### config.mk
export PLATFORM = sky130hd
export DESIGN_NAME = sram_request_arbiter
export DESIGN_NICKNAME = d
export VERILOG_FILES = /design/src/rtl/nes_mem_pkg.sv /design/src/rtl/req_slot.sv /design/src/rtl/sram_request_arbiter.sv
export SDC_FILE = /design/constraint.sdc
export NUM_CORES = 1
export LEC_CHECK = 0
export BUFFER_PORTS_ARGS = -buffer_cell sky130_fd_sc_hd__buf_2
export CAP_MARGIN = 20
export CORE_MARGIN = 4
export CORE_UTILIZATION = 47
export CTS_CLUSTER_SIZE = 8
export DETAILED_ROUTE_END_ITERATION = 8
export HOLD_SLACK_MARGIN = 0.12
export PLACE_DENSITY = 0.74
export SYNTH_ARGS = -nofsm -noshare
export SYNTH_HDL_FRONTEND = slang
export SYNTH_SLANG_ARGS = --single-unit
### constraint.sdc
create_clock -name clk -period 1.8 [get_ports clk]
set_clock_uncertainty 0.15 [all_clocks]
set_input_delay 0.09 -clock clk [delete_from_list [all_inputs] [get_ports clk]]
set_output_delay 0.09 -clock clk [all_outputs]
set_load 0.03 [all_outputs]
### src/rtl/nes_mem_pkg.sv
// Shared definitions for the NES memory path: arbiter states, grant owners,
// SRAM layout defaults, region limits and the address translation helpers.
package nes_mem_pkg;

  typedef enum logic {
    ARB_IDLE = 1'b0,
    ARB_BUSY = 1'b1
  } arb_state_t;

  typedef enum logic {
    OWNER_CPU = 1'b0,
    OWNER_PPU = 1'b1
  } owner_t;

  localparam logic [17:0] SRAM_PATTERN_START_DEFAULT = 18'h00000;
  localparam logic [17:0] SRAM_PROGRAM_START_DEFAULT = 18'h02000;

  localparam logic [15:0] PRG_BASE  = 16'h8000;
  localparam logic [13:0] CHR_LIMIT = 14'h2000;

  typedef struct packed {
    logic [15:0] addr;
    logic        rnw;
    logic [7:0]  wdata;
  } cpu_slot_t;

  // Offsets are taken relative to the region base so the region bit itself
  // drops out of the translated address.
  function automatic logic [17:0] prg_sram_addr(input logic [17:0] base,
                                                input logic [15:0] cpu_addr,
                                                input logic [14:0] mask);
    logic [15:0] offset;
    offset = (cpu_addr - PRG_BASE) & {1'b0, mask};
    return base + {2'b00, offset};
  endfunction

  function automatic logic [17:0] chr_sram_addr(input logic [17:0] base,
                                                input logic [13:0] ppu_addr);
    logic [13:0] offset;
    offset = ppu_addr & (CHR_LIMIT - 14'd1);
    return base + {4'b0000, offset};
  endfunction

endpackage

### src/rtl/req_slot.sv
// One-deep request holder: latches a request word and stays occupied until
// the arbiter frees it. A load on the freeing edge refills the slot.
module req_slot #(
  parameter int WIDTH = 8
) (
  input  logic             clk,
  input  logic             rst,
  input  logic             load,
  input  logic             free,
  input  logic [WIDTH-1:0] load_data,
  output logic             occupied,
  output logic [WIDTH-1:0] data
);

  always_ff @(posedge clk or negedge rst) begin
    if (!rst) begin
      occupied <= 1'b0;
      data     <= '0;
    end else if (load) begin
      occupied <= 1'b1;
      data     <= load_data;
    end else if (free) begin
      occupied <= 1'b0;
    end
  end

endmodule

### src/rtl/sram_request_arbiter.sv
// Round-robin arbiter between CPU PRG accesses and PPU pattern reads in front
// of the SRAM interface FSM; one SRAM transaction in flight at a time.
module sram_request_arbiter
  import nes_mem_pkg::*;
#(
  parameter logic [17:0] SRAM_PATTERN_START = SRAM_PATTERN_START_DEFAULT,
  parameter logic [17:0] SRAM_PROGRAM_START = SRAM_PROGRAM_START_DEFAULT,
  parameter logic [14:0] PRG_MASK           = 15'h7FFF,
  parameter bit          PRG_WRITABLE       = 1'b0
) (
  input  logic        clk,
  input  logic        rst,
  input  logic        cpu_req,
  input  logic        cpu_rnw,
  input  logic [15:0] cpu_addr,
  input  logic [7:0]  cpu_wdata,
  output logic [7:0]  cpu_rdata,
  output logic        cpu_rvalid,
  output logic        cpu_overrun,
  output logic        ready,
  input  logic        ppu_rd_req,
  input  logic [13:0] ppu_addr,
  output logic [7:0]  ppu_rdata,
  output logic        ppu_rvalid,
  output logic        sram_req,
  output logic        sram_rnw,
  output logic [17:0] sram_addr,
  output logic [7:0]  sram_wdata,
  input  logic        sram_ack,
  input  logic [7:0]  sram_rdata
);

  arb_state_t  state;
  owner_t      last_grant;
  owner_t      owner;

  cpu_slot_t   cpu_load_data;
  cpu_slot_t   cpu_slot_q;
  logic        cpu_occupied;
  logic [13:0] ppu_slot_q;
  logic        ppu_occupied;

  logic        cpu_in_region;
  logic        ppu_in_region;
  logic        busy_done;
  logic        grant_cpu;
  logic        grant_ppu;
  logic        cpu_drop;
  logic        cpu_free;
  logic        ppu_free;
  logic        cpu_load;
  logic        cpu_lost;
  logic        ppu_load;
  logic [17:0] cpu_sram_addr;
  logic [17:0] ppu_sram_addr;

  assign cpu_in_region = (cpu_addr >= PRG_BASE);
  assign ppu_in_region = (ppu_addr < CHR_LIMIT);
  assign busy_done     = (state == ARB_BUSY) && sram_ack;

  // The CPU wins a tie only when the PPU had the previous turn.
  assign grant_cpu = (state == ARB_IDLE) && cpu_occupied &&
                     (!ppu_occupied || (last_grant == OWNER_PPU));
  assign grant_ppu = (state == ARB_IDLE) && ppu_occupied && !grant_cpu;
  assign cpu_drop  = grant_cpu && !cpu_slot_q.rnw && !PRG_WRITABLE;

  assign cpu_free = (busy_done && (owner == OWNER_CPU)) || cpu_drop;
  assign ppu_free = busy_done && (owner == OWNER_PPU);

  // A strobe landing on the edge that frees its slot refills it directly.
  assign cpu_load = cpu_req && cpu_in_region && (!cpu_occupied || cpu_free);
  assign cpu_lost = cpu_req && cpu_in_region && cpu_occupied && !cpu_free;
  assign ppu_load = ppu_rd_req && ppu_in_region && (!ppu_occupied || ppu_free);

  assign cpu_load_data = {cpu_addr, cpu_rnw, cpu_wdata};

  assign cpu_sram_addr = prg_sram_addr(SRAM_PROGRAM_START, cpu_slot_q.addr, PRG_MASK);
  assign ppu_sram_addr = chr_sram_addr(SRAM_PATTERN_START, ppu_slot_q);

  req_slot #(
    .WIDTH($bits(cpu_slot_t))
  ) u_cpu_slot (
    .clk       (clk),
    .rst       (rst),
    .load      (cpu_load),
    .free      (cpu_free),
    .load_data (cpu_load_data),
    .occupied  (cpu_occupied),
    .data      (cpu_slot_q)
  );

  req_slot #(
    .WIDTH(14)
  ) u_ppu_slot (
    .clk       (clk),
    .rst       (rst),
    .load      (ppu_load),
    .free      (ppu_free),
    .load_data (ppu_addr),
    .occupied  (ppu_occupied),
    .data      (ppu_slot_q)
  );

  always_ff @(posedge clk or negedge rst) begin
    if (!rst) begin
      state       <= ARB_IDLE;
      last_grant  <= OWNER_PPU;
      owner       <= OWNER_CPU;
      sram_req    <= 1'b0;
      sram_rnw    <= 1'b0;
      sram_addr   <= '0;
      sram_wdata  <= '0;
      cpu_rdata   <= '0;
      cpu_rvalid  <= 1'b0;
      cpu_overrun <= 1'b0;
      ready       <= 1'b1;
      ppu_rdata   <= '0;
      ppu_rvalid  <= 1'b0;
    end else begin
      cpu_rvalid  <= 1'b0;
      ppu_rvalid  <= 1'b0;
      cpu_overrun <= cpu_lost;

      case (state)
        ARB_IDLE: begin
          if (cpu_drop) begin
            cpu_rvalid <= 1'b1;
            last_grant <= OWNER_CPU;
          end else if (grant_cpu) begin
            sram_req   <= 1'b1;
            sram_rnw   <= cpu_slot_q.rnw;
            sram_addr  <= cpu_sram_addr;
            sram_wdata <= cpu_slot_q.wdata;
            owner      <= OWNER_CPU;
            last_grant <= OWNER_CPU;
            state      <= ARB_BUSY;
          end else if (grant_ppu) begin
            sram_req   <= 1'b1;
            sram_rnw   <= 1'b1;
            sram_addr  <= ppu_sram_addr;
            sram_wdata <= '0;
            owner      <= OWNER_PPU;
            last_grant <= OWNER_PPU;
            state      <= ARB_BUSY;
          end
        end

        ARB_BUSY: begin
          if (sram_ack) begin
            sram_req <= 1'b0;
            state    <= ARB_IDLE;
            if (owner == OWNER_CPU) begin
              cpu_rvalid <= 1'b1;
              if (sram_rnw) begin
                cpu_rdata <= sram_rdata;
                ready     <= 1'b1;
              end
            end else begin
              ppu_rvalid <= 1'b1;
              ppu_rdata  <= sram_rdata;
            end
          end
        end

        default: state <= ARB_IDLE;
      endcase

      // Stall the CPU from the cycle after it issues a read.
      if (cpu_load && cpu_rnw) begin
        ready <= 1'b0;
      end
    end
  end

endmodule

==> flow_summary.json <==
{
  "postSynth.asyncResetShare_pct": 100,
  "hpwl_um": 5400,
  "final_hold_viol_count": 0,
  "synth_top_family_by_area": "multiplexers",
  "path_cells": "nor2b_4 > o311ai_4 > nand3_4 > buf_12 > mux2_4",
  "power_per_cell_area_nw_per_um2": 1780,
  "remaining_drc_errors": 0,
  "port_buffers": 97,
  "clk_pin_slew_ns": 0.08,
  "area_delta_synth_final_pct": 38.8,
  "crit_fanout": 14,
  "cts_buffer_depth": 2,
  "worst_ep_required_time_ns": 1.88,
  "power_mw": 8.93,
  "place_inst": 481,
  "rsz0062_at_grt": "yes",
  "yosys.area_share.adder_pct": 0.347,
  "die_height_um": 95.7,
  "status": "finished, final reports clean",
  "grt.total_usage_pct": 19.2,
  "wirelength_um": 8240,
  "postRouteAntennaNets": 0,
  "yosysWarnings": 0,
  "viasPerCell": 4.82,
  "first_iter_violations": 97,
  "grt_overflow": 0,
  "cts.htree.levels": 3,
  "cp_slowest_cell": "dfstp_2",
  "synth_simple_gate_area_share_pct": 11.4,
  "max_cap_violations": 0,
  "io_pins": 100,
  "place.gp.congestion": 0.770,
  "die_w_um": 95.7,
  "vdd_drop_max_mv": 0.962,
  "synth_compound_gate_area_share_pct": 5.44,
  "start_kind": "flop",
  "vias": 2659,
  "cts.sink_count": 88,
  "drt-wirelength-per-cell_um": 14.9,
  "dp_slack_ns": 0.0220,
  "diodes": 0,
  "end_kind": "flop",
  "layout_setup_ws_ns": 0.0134,
  "slowest_delay_ns": 0.58,
  "antenna_found_initial": 0,
  "synthXorXnorAreaFrac_pct": 0,
  "fin_nets": 501,
  "numCtsBuffers": 9,
  "finalCriticalPeriod_ns": 1.79,
  "slew_viol_final": 0,
  "start_util_pct": 49.0,
  "drtPass1Iterations": 5,
  "yosys.cell_types.count": 30,
  "synth_flop_cell": "dfrtp_1",
  "arrival_ns": 1.86,
  "setup_violations": 0,
  "cts_tree": "done",
  "synthMuxAreaShare_pct": 18.2,
  "avgSynthCellArea_um2": 12.8,
  "clk_latency_ns": 0.34,
  "hold_class": "input port to async pin",
  "yosysSeqAreaShare_pct": 61.1,
  "final_layout_size_suffix_gt1_share_pct": 41.7,
  "finalNonFillerCells": 552,
  "synth_area_um2": 3610,
  "synth_cells": 283,
  "period_share_pct": 99.3,
  "die-area_um2": 9150,
  "cts-root-buf": "clkbuf_8",
  "synth-edff-count": 0,
  "crit_type": "flop to flop",
  "core_area_um2": 7370,
  "rows": 31,
  "grt_start_max_net_pins": 38,
  "first_global_vias": 2848,
  "grt_pass1_wl_um": 13400,
  "ys_ff_latch": 88,
  "fmax_mhz": 560,
  "p_leak_nw": 2.49
}
## kinds of logic (layout without fill, tap and decap cells)
kind of cell / Yosys count / in the layout
and+or+nand+nor: 95 / 95
muxes: 52 / 52
other: 1 / 2
buffers and inverters: 20 / 189
AOI/OAI and AO/OA: 26 / 26
DFF: 88 / 88
adders and majority gates: 1 / 1
## stage by stage
| stage | hold slack (ns) | cell area, um2 | utilization (%) | setup TNS (ns) |
|---|---|---|---|---|
| 4_1_cts | 0.122 | 5000 | 67.9 | 0 |
| 3_3_place_gp | -0.196 | 4300 | 58.4 | 0 |
| 5_1_grt | 0.167 | 5010 | 68.0 | -0.136 |
| 6_report | 0.117 | 5010 | 68.0 | 0 |
| 2_1_floorplan | -0.356 | 3610 | - | 0 |
| 3_5_place_dp | -0.196 | 4300 | 58.4 | 0 |
## path summary, 6_finish.rpt
path | startpoint | end | slack [ns] | cells after the start
max | last_grant$_DFFE_PN1P_ | u_cpu_slot.data[23]$_DFFE_PN0P_ | 0.01 | 5
min in group clk | ppu_addr[13] | u_ppu_slot.data[3]$_DFFE_PN0P_ | 0.30 | 5
min | rst | cpu_rdata[2]$_DFFE_PN0P_ | 0.12 | 3
max reg2reg | last_grant$_DFFE_PN1P_ | u_cpu_slot.data[23]$_DFFE_PN0P_ | 0.01 | 5
max in group asynchronous | rst | u_ppu_slot.data[6]$_DFFE_PN0P_ | 0.51 | 3
min reg2reg | sram_wdata[6]$_DFFE_PN0P_ | sram_wdata[6]$_DFFE_PN0P_ | 0.32 | 2
## repair_timing
action | in CTS | in global routing
hold endpoints to repair | 149 | 0
hold buffers | 54 | 0
resized for setup | 0 | 1
endpoints found under the setup margin | 0 | 29
buffers inserted | 0 | 1
## critical path, delay by kind of cell (launching register included)
kind,cells,cell delay [ns]
flops,1,0.58
mux,1,0.30
compound gates,1,0.26
simple gates,2,0.20
buf+inv,1,0.17
## synth_stat cells (3+ instances only)
| cell type | instances | area [um2] |
|---|---|---|
| mux2_2 | 33 | 372 |
| nand3_1 | 12 | 60.1 |
| buf_4 | 3 | 22.5 |
| a31oi_1 | 13 | 81.3 |
| mux2_4 | 19 | 285 |
| nand2_1 | 59 | 221 |
| buf_6 | 4 | 45.0 |
| buf_2 | 7 | 35.0 |
| inv_1 | 5 | 18.8 |
| nor2_1 | 16 | 60.1 |
| nand2b_1 | 3 | 18.8 |
| dfrtp_1 | 86 | 2150 |
| o21ai_0 | 4 | 20.0 |
## cell type report
cell class,count,area [um2]
Sequential cell,88,2200
Clock buffer,12,135
Multi-Input combinational cell,176,1300
Timing Repair Buffer,168,1210
Tap cell,99,124
Clock inverter,4,25.0
Inverter,5,18.8
Fill cell,553,2360
## state kept, by name, summed over array words and instances (netlist names), 8 cells and up
signal	count
u_ppu_slot.data	13
ppu_rdata	8
cpu_rdata	8
sram_addr	16
sram_wdata	8
u_cpu_slot.data	24
## report_power, final
part	internal [mW]	total (mW)	switching, mW
sequential	2.97	3.55	0.574
clock	0.499	1.15	0.654
combinational	1.81	4.23	2.42
## metal layers
metal / track usage [%] / vias up / wire length, um
met1: 25.0 / 1284 / 3640
met5: 0 / - / 0
met4: 6.87 / 0 / 89
li1: - / 1291 / -
met3: 3.31 / 10 / 368
met2: 32.3 / 74 / 4140
## cell usage in the layout (no fill, tap or decap), types with 2 or more instances in the layout
cell type | Yosys | routed
o21ai_0 | 4 | 4
nand2_1 | 59 | 58
a21oi_1 | 2 | 2
nand2b_1 | 3 | 3
dlygate4sd3_1 | 0 | 54
clkbuf_8 | 0 | 9
nor2_1 | 16 | 15
mux2_4 | 19 | 19
dfrtp_1 | 86 | 86
mux2_2 | 33 | 33
clkbuf_1 | 1 | 3
conb_1 | 1 | 2
clkinvlp_4 | 0 | 2
buf_12 | 0 | 4
a31oi_1 | 13 | 13
buf_4 | 3 | 14
nand3_1 | 12 | 12
inv_1 | 5 | 5
clkinv_2 | 0 | 2
buf_2 | 7 | 96
dfstp_2 | 2 | 2
No activity file was read; power rests on OpenSTA's default activity.
